--- src/rtl/mac_pkg.sv ---
// Shared types, default widths and saturation bounds for the MAC accumulator slice.
package mac_pkg;

  typedef enum logic [1:0] {IDLE, ACC, DONE} mac_acc_state_t;

  localparam int MAC_IN_W_DEF  = 16;
  localparam int MAC_ACC_W_DEF = 22;

  // Bounds are returned in 64 bits; callers keep the low `width` bits.
  function automatic logic [63:0] sat_max(input int width);
    return (64'd1 << (width - 1)) - 64'd1;
  endfunction

  function automatic logic [63:0] sat_min(input int width);
    return ~sat_max(width);
  endfunction

endpackage

--- src/rtl/mac_sat_add.sv ---
// Combinational signed adder with overflow flag.
// Defining MAC_ACC_SAT_EN clamps an overflowing sum to the signed range; otherwise it wraps.
module mac_sat_add
  import mac_pkg::*;
#(
  parameter int W = MAC_ACC_W_DEF
) (
  input  logic [W-1:0] a_i,
  input  logic [W-1:0] b_i,
  output logic [W-1:0] sum_o,
  output logic         ovf_o
);

  logic [W-1:0] raw;

  assign raw   = a_i + b_i;
  assign ovf_o = (a_i[W-1] == b_i[W-1]) && (raw[W-1] != a_i[W-1]);

`ifdef MAC_ACC_SAT_EN
  localparam logic [63:0] MAX_V = sat_max(W);
  localparam logic [63:0] MIN_V = sat_min(W);

  // Operands share a sign on overflow, so a_i's sign picks the rail.
  assign sum_o = ovf_o ? (a_i[W-1] ? MIN_V[W-1:0] : MAX_V[W-1:0]) : raw;
`else
  assign sum_o = raw;
`endif

endmodule

--- src/rtl/mac_acc_seq.sv ---
// Sequenced signed accumulator: sums len products, then holds the result until taken.
// Overflow handling (wrap or clamp) is selected by MAC_ACC_SAT_EN in mac_sat_add.
module mac_acc_seq
  import mac_pkg::*;
#(
  parameter int IN_W    = MAC_IN_W_DEF,
  parameter int ACC_W   = MAC_ACC_W_DEF,
  parameter int LEN_MAX = 64,
  parameter int CNT_W   = $clog2(LEN_MAX + 1)
) (
  input  logic             clk,
  input  logic             rst,
  input  logic             start,
  input  logic [CNT_W-1:0] len,
  input  logic             in_valid,
  input  logic [IN_W-1:0]  in_data,
  output logic             in_ready,
  output logic             out_valid,
  input  logic             out_ready,
  output logic [ACC_W-1:0] out_data,
  output logic             ovf,
  output logic             busy
);

  localparam logic [CNT_W-1:0] LEN_MAX_C = CNT_W'(LEN_MAX);

  mac_acc_state_t   state_q, state_d;
  logic [ACC_W-1:0] acc_q, acc_d;
  logic [CNT_W-1:0] cnt_q, cnt_d;
  logic [CNT_W-1:0] len_q, len_d;
  logic             ovf_q, ovf_d;
  logic             out_valid_q, out_valid_d;
  logic [ACC_W-1:0] out_data_q, out_data_d;

  logic [CNT_W-1:0] len_clamped;
  logic [ACC_W-1:0] addend;
  logic [ACC_W-1:0] sum;
  logic             add_ovf;

  assign len_clamped = (len > LEN_MAX_C) ? LEN_MAX_C : len;
  assign addend      = ACC_W'($signed(in_data));

  mac_sat_add #(.W(ACC_W)) u_add (
    .a_i   (acc_q),
    .b_i   (addend),
    .sum_o (sum),
    .ovf_o (add_ovf)
  );

  always_comb begin
    state_d     = state_q;
    acc_d       = acc_q;
    cnt_d       = cnt_q;
    len_d       = len_q;
    ovf_d       = ovf_q;
    out_valid_d = out_valid_q;
    out_data_d  = out_data_q;
    case (state_q)
      IDLE: begin
        if (start) begin
          len_d = len_clamped;
          acc_d = '0;
          cnt_d = '0;
          ovf_d = 1'b0;
          if (len_clamped == '0) begin
            state_d     = DONE;
            out_valid_d = 1'b1;
            out_data_d  = '0;
          end else begin
            state_d = ACC;
          end
        end
      end
      ACC: begin
        if (in_valid) begin
          acc_d = sum;
          cnt_d = cnt_q + CNT_W'(1);
          ovf_d = ovf_q | add_ovf;
          // Result is registered alongside the final add so it appears one cycle after the last beat.
          if (cnt_q == len_q - CNT_W'(1)) begin
            state_d     = DONE;
            out_valid_d = 1'b1;
            out_data_d  = sum;
          end
        end
      end
      DONE: begin
        if (out_ready) begin
          state_d     = IDLE;
          out_valid_d = 1'b0;
        end
      end
      default: state_d = IDLE;
    endcase
  end

  always_ff @(posedge clk or posedge rst) begin
    if (rst) begin
      state_q     <= IDLE;
      acc_q       <= '0;
      cnt_q       <= '0;
      len_q       <= '0;
      ovf_q       <= 1'b0;
      out_valid_q <= 1'b0;
      out_data_q  <= '0;
    end else begin
      state_q     <= state_d;
      acc_q       <= acc_d;
      cnt_q       <= cnt_d;
      len_q       <= len_d;
      ovf_q       <= ovf_d;
      out_valid_q <= out_valid_d;
      out_data_q  <= out_data_d;
    end
  end

  assign in_ready  = (state_q == ACC);
  assign busy      = (state_q != IDLE);
  assign out_valid = out_valid_q;
  assign out_data  = out_data_q;
  assign ovf       = ovf_q;

endmodule

--- config.mk ---
export PLATFORM = sky130hd
export DESIGN_NAME = mac_acc_seq
export DESIGN_NICKNAME = d
export VERILOG_FILES = /design/src/rtl/mac_pkg.sv /design/src/rtl/mac_sat_add.sv /design/src/rtl/mac_acc_seq.sv
export SDC_FILE = /design/constraint.sdc
export NUM_CORES = 1
export LEC_CHECK = 0
export BUFFER_PORTS_ARGS = -buffer_cell sky130_fd_sc_hd__buf_4
export CAP_MARGIN = 0
export CORE_UTILIZATION = 37
export CTS_CLUSTER_SIZE = 10
export DETAILED_ROUTE_END_ITERATION = 6
export PLACE_DENSITY = 0.63
export SYNTH_ARGS = -nofsm -noshare
export SYNTH_HDL_FRONTEND = slang
export SYNTH_HIERARCHICAL = 1
export SYNTH_SLANG_ARGS = --single-unit
--- constraint.sdc ---
create_clock -name clk -period 5.5 [get_ports clk]
set_input_delay 0.275 -clock clk [delete_from_list [all_inputs] [get_ports clk]]
set_output_delay 0.275 -clock clk [all_outputs]
set_load 0.02 [all_outputs]
==> impl_metrics.yaml, run 1 <==
logic_synthesis:
  yosysTopAreaCellShare_pct: 37.3
  syn_nets: 530
  yosys.area_share.simple_pct: 22.2
  yosysWarnings: 6
  syn_inst: 478
  syn-mean-instance-area_um2: 8.70
  netlist_area_um2: 4160
  synth_top_flop_cell: "dfrtp_1"
  synthMuxAreaShare_pct: 0.511
  yosys-top-cells-area: "dfrtp_1, nand2_1, ha_1"
  synth_xor_area_share_pct: 7.16
  synth_fa_ha_area_share_pct: 7.40
  synth_top_area_cell: "dfrtp_1"
  ys_seq_area_share_pct: 37.3
  synth_compound_area_share_pct: 21.1
  synthArstFlopShare_pct: 100
  ys_seq_elements: 62
  synth.distinct_cells: 52
  synth_edf_count: 0
  synth_top_family_by_area: "simple AND/OR/NAND/NOR gates"
sta:
  relSlewSlack_pct: 12.4
  finalSetupViolCount: 0
  setup_tns_ns: 0
  period_needed_ns: 2.88
  tightestPinTransition_ns: 1.31
  fmax_mhz: 347
  clock-skew-final_ns: 0.0153
  maxSlewViolCount: 0
  grt_setup_unrepaired: "no"
  layout_setup_ws_ns: 2.62
  finalCritPeriodShare_pct: 52.4
  finalHoldViolCount: 0
critical_path:
  startpoint_type: "flip-flop"
  slowest_stage: "nor2_2"
  cp_top_family: "simple AND/OR/NAND/NOR gates"
  critPathMaxFanout: 32
  r2r_slack_ns: 2.66
  worstSetupPathType: "reg -> out"
  worst_ep_arrival_time_ns: 2.61
  endpoint_kind: "output port"
  path_cells: "inv_1, nor2_2, buf_4"
  cp_data_required_time_ns: 5.22
  worst-r2r-cell-count: 6
  max_stage_delay_ns: 1.03
  cp_num_buf_inv: 2
  r2r_start: "len_q[2]"
  r2r-end: "out_data[15]"
routing:
  dr.pass1.iters: 5
  wire_per_inst_um: 16.1
  viasPerCell: 5.52
  ant_nets: 0
  routed-via-count: 3659
  wl_mm: 10.7
  drt-initial-drc-count: 268
  drc: 0
grt:
  grt_overflow_total: 0
  grt_pass1_wl_mm: 18.0
  antenna_found_initial: 0
  first_global_vias: 3557
  grt_max_degree: 63
  grt_usage_pct: 19.7
placed_design:
  place_ws_ns: 2.65
  io_buffers: 53
  place_hpwl_mm: 7.47
  dpl.cell_count: 648
  gp_congestion: 0.860
clocking:
  cts_resized: 0
  insertion_delay_ns: 0.35
  cts_tree: "done"
  path_clk_slew_ns: 0.08
  cts_hold_buffers: 0
  cts_buffers: 9
  cts_sinks: 62
  cts.path.max_buffers: 2
  post_cts_buffers: 0
  cts_root_buffer: "clkbuf_8"
  htreeDepth: 3
floorplan:
  die_height_um: 108
  die_w_um: 108
  dieArea_um2: 11700
  io_pins: 54
  start_util_pct: 38.2
  rows: 38
  coreArea_um2: 10900
cells_and_area:
  drive_above_1_share_pct: 15.9
  diodes: 0
  final_nets: 571
  areaGrowthSynthToFinish_pct: 16.4
  post_layout_nonfiller_instances: 663
  n_fill_cell: 1031
flow_run:
  maxCapViolCount: 0
hold_path:
  hold_path.class: "in -> async"
power_and_ir_drop:
  p_total_uw: 3060
  power_density_nw_per_um2: 632
  leakage_uw: 0.00216
  ir_worst_vdd_v: 0.000299
outcome:
  status: "finished clean"
## flip-flops by register name, summed over array words and instances (netlist names)
name	cells
acc_q	22
out_valid	1
len_q	7
ovf	1
state_q	2
out_data	22
cnt_q	7
## stage by stage
step / area [um^2] / hold WS (ns) / util [%]
floorplan: 4160 / 0.380 / -
global placement: 4640 / 0.467 / 42.6
finish: 4840 / 0.160 / 44.4
CTS: 4840 / 0.175 / 44.4
detailed placement: 4640 / 0.476 / 42.6
global route: 4840 / 0.200 / 44.4
## logic make-up after synthesis
group                      Yosys count
DFF                                 62
AOI/OAI and AO/OA                  125
buffers and inverters               42
muxes                                2
and+or+nand+nor                    189
xor gates and xnor gates            34
adders and majority gates           24
## cells in the mapped netlist (all sizes together) (4+ instances only)
cell type / n
nor3: 20
nor2b: 4
nand4: 4
a21oi: 28
a21o: 13
clkbuf: 17
dfrtp: 62
buf: 10
o21ai: 18
o22ai: 10
and2: 14
ha: 23
a311o: 13
nor2: 19
xnor2: 19
inv: 15
or2: 4
o211ai: 20
nand2: 85
nand2b: 5
a22o: 10
nand3: 12
nand3b: 6
xor2: 15
## worst min-delay path, cell delays in order
cell and delay (ns):
buf_4 0.11, inv_2 0.03, buf_4 0.61
## layout by cell type (no fill, tap or decap), types with 2 or more instances in the layout
cell       n
a21o_1    13
a21oi_1   26
a21oi_2    2
a22o_1    10
a311o_1   13
a31oi_1    3
and2_1    14
and3_1     2
and4_1     2
buf_4     57
clkbuf_8  11
dfrtp_1   62
ha_1      23
inv_1     14
nand2_1   85
nand2b_1   5
nand3_1   12
nand3b_1   6
nand4_1    4
nand4b_1   2
nor2_1    18
nor2b_1    4
nor3_1    20
o211ai_1  20
o21a_1     3
o21ai_0    9
o21ai_1    7
o21bai_1   2
o22ai_1   10
or2_2      3
or3_1      3
or3b_1     2
xnor2_1   19
xor2_1    15
## how the worst max path moves through the flow
stage                    start           end  slack (ns)  cells after the start
floorplan             acc_q[0]     acc_q[16]        2.84                     12
global placement    in_data[0]     acc_q[16]        2.70                     13
detailed placement    len_q[2]  out_data[15]        2.65                      6
CTS                 state_q[0]      in_ready        2.63                      3
global route        state_q[0]      in_ready        2.43                      3
finish              state_q[0]      in_ready        2.62                      3
## final cells by class
| type | instances | area (um^2) | area share [%] |
|---|---|---|---|
| Clock inverter | 3 | 43.8 | 0.905 |
| Clock buffer | 12 | 155 | 3.21 |
| Tap cell | 140 | 175 | 3.62 |
| Inverter | 15 | 56.3 | 1.16 |
| Timing Repair Buffer | 57 | 428 | 8.84 |
| Multi-Input combinational cell | 374 | 2430 | 50.2 |
| Sequential cell | 62 | 1550 | 32.1 |
## layer usage
layer / up-vias / track usage [%] / wire length, um
met2: 108 / 30.7 / 4810
met3: 10 / 3.86 / 570
met1: 1741 / 27.9 / 5190
met5: - / 0 / 0
li1: 1800 / - / -
met4: 0 / 4.89 / 102
## where the power goes
group,switching (uW),internal (uW)
Combinational,1080,772
Sequential,165,623
Clock,183,232
Total,1430,1630
Power figures use the tool's default switching activity.
==> inputs of run 2 (changes only) <==
--- a/config.mk
+++ b/config.mk
@@ -10,7 +10,7 @@
 export CORE_UTILIZATION = 37
 export CTS_CLUSTER_SIZE = 10
 export DETAILED_ROUTE_END_ITERATION = 6
-export PLACE_DENSITY = 0.63
+export PLACE_DENSITY = 0.65
 export SYNTH_ARGS = -nofsm -noshare
 export SYNTH_HDL_FRONTEND = slang
 export SYNTH_HIERARCHICAL = 1
==> constraint.sdc (replaced) <==
create_clock -name clk -period 2.4 [get_ports clk]
set_input_delay 0.12 -clock clk [delete_from_list [all_inputs] [get_ports clk]]
set_output_delay 0.12 -clock clk [all_outputs]
set_load 0.02 [all_outputs]
==> impl_metrics.yaml, run 2 (synthesis gave the netlist of run 1 again) <==
critical_path:
  cp_num_buf_inv: 0
  cp-startpoint: "acc_q[0]"
  cp_top_family: "compound AO/OA/AOI/OAI gates"
  endpoint_kind: "flip-flop"
  max_stage_delay_ns: 0.41
  path_cells: "ha_4, fa_2, a21o_1, a21oi_2, a21oi_2, o21ai_4, o21ai_4, or3b_1, and4_1, nand2_1, o22ai_1, a22o_1"
  cp_data_required_time_ns: 2.65
  slowest_stage: "dfrtp_1"
  worstSetupPathType: "reg -> reg"
  critPathMaxFanout: 3
  worst_ep_arrival_time_ns: 2.82
  startpoint_type: "flip-flop"
  r2r_start: "acc_q[0]"
sta:
  setup_tns_ns: -0.618
  finalSetupViolCount: 9
  tightestPinTransition_ns: 0.753
  grt_setup_unrepaired: "yes"
  clock-skew-final_ns: 0.0149
  maxSlewViolCount: 0
  relSlewSlack_pct: 49.7
  period_needed_ns: 2.58
  fmax_mhz: 388
  finalCritPeriodShare_pct: 107
  finalHoldViolCount: 0
  layout_setup_ws_ns: -0.176
floorplan:
  dieArea_um2: 11700
  coreArea_um2: 10900
  die_height_um: 108
  io_pins: 54
  die_w_um: 108
  start_util_pct: 38.2
  rows: 38
flow_run:
  maxCapViolCount: 0
routing:
  drc: 0
  ant_nets: 0
  wl_mm: 10.9
  dr.pass1.iters: 4
  wire_per_inst_um: 15.6
  routed-via-count: 3831
  viasPerCell: 5.44
  drt-initial-drc-count: 235
outcome:
  status: "complete, but fails checks"
  violations: "setup timing"
cells_and_area:
  final_nets: 611
  diodes: 0
  layout_commonest_cell: "buf_4"
  final_util_pct: 49.3
  n_fill_cell: 1017
  drive_above_1_share_pct: 26.6
  final_cell_mix: "buf_4, nand2_1, dfrtp_1, ha_1"
  areaGrowthSynthToFinish_pct: 29.0
clocking:
  cts_tree: "done"
  cts_sinks: 62
  insertion_delay_ns: 0.35
  cts.path.max_buffers: 2
  cts_buffers: 9
  path_clk_slew_ns: 0.08
  cts_root_buffer: "clkbuf_8"
  htreeDepth: 3
placed_design:
  io_buffers: 53
  gp_congestion: 0.845
  place_hpwl_mm: 7.60
grt:
  grt_usage_pct: 19.5
  grt_pass1_wl_mm: 17.9
  antenna_found_initial: 0
  grt_max_degree: 36
  grt_overflow_total: 0
  first_global_vias: 3639
power_and_ir_drop:
  p_total_uw: 7980
  ir_worst_vdd_v: 0.000562
  power_density_nw_per_um2: 1490
  leakage_uw: 0.00241
hold_path:
  hold_path.class: "in -> reg"
  hold_start: "len[6]"
-- run 2: path summary, 6_finish.rpt --
| kind | depth (start not counted) | end | slack [ns] |
|---|---|---|---|
| max | 12 | acc_q[16] | -0.18 |
| min | 3 | len_q[6] | 0.01 |
| min in group asynchronous | 3 | out_valid | 0.40 |
| max in group asynchronous | 4 | acc_q[11] | 1.38 |
| max reg2reg | 12 | acc_q[16] | -0.18 |
| min reg2reg | 2 | acc_q[2] | 0.49 |
-- run 2: cell type report --
| cell class | count | area [um^2] | share of cell area (%) |
|---|---|---|---|
| clock buffer | 9 | 124 | 2.31 |
| timing repair buffer | 97 | 759 | 14.2 |
| sequential | 62 | 1550 | 28.9 |
| clock inverter | 7 | 98.8 | 1.84 |
| inverter | 15 | 56.3 | 1.05 |
| multi-input combinational | 374 | 2600 | 48.5 |
| tap | 140 | 175 | 3.26 |
-- run 2: metrics by stage --
| stage | std cells | instance area (um^2) | setup WS [ns] | hold slack, ns |
|---|---|---|---|---|
| 3_3_place_gp | 674 | 4850 | -0.136 | 0.245 |
| 4_1_cts | 700 | 5220 | -0.185 | 0.00548 |
| 3_5_place_dp | 674 | 4850 | -0.195 | 0.249 |
| 2_1_floorplan | 478 | 4160 | -0.117 | 0.225 |
| 6_report | 704 | 5370 | -0.176 | 0.0133 |
| 5_1_grt | 704 | 5370 | -0.264 | 0.0100 |
-- run 2: timing repair --
action	CTS	global route
gates resized for setup	11	20
hold buffers	1	0
endpoints found under the setup margin	17	42
endpoints found under the hold margin	27	0
setup buffers	9	8
pin swaps	19	26
-- run 2: power by group --
part	internal [uW]	total [uW]	switching, uW	leakage [uW]
Clock	588	1050	459	0.000109
Combinational	2350	5160	2810	0.00160
Sequential	1430	1770	344	0.000695
-- run 2: tightest hold or removal path: cells and delay by family --
| kind | cells | cell delay [ns] |
|---|---|---|
| buffers and inverters | 1 | 0.12 |
| AND/OR/NAND/NOR | 2 | 0.09 |
-- run 2: metal layers --
layer / track usage (%) / up-vias / part of all wire [%]
li1: - / 1869 / -
met1: 27.8 / 1850 / 48
met2: 29.5 / 102 / 46
met3: 4.04 / 10 / 4.8
met4: 5.48 / 0 / 1.1
met5: 0 / - / 0
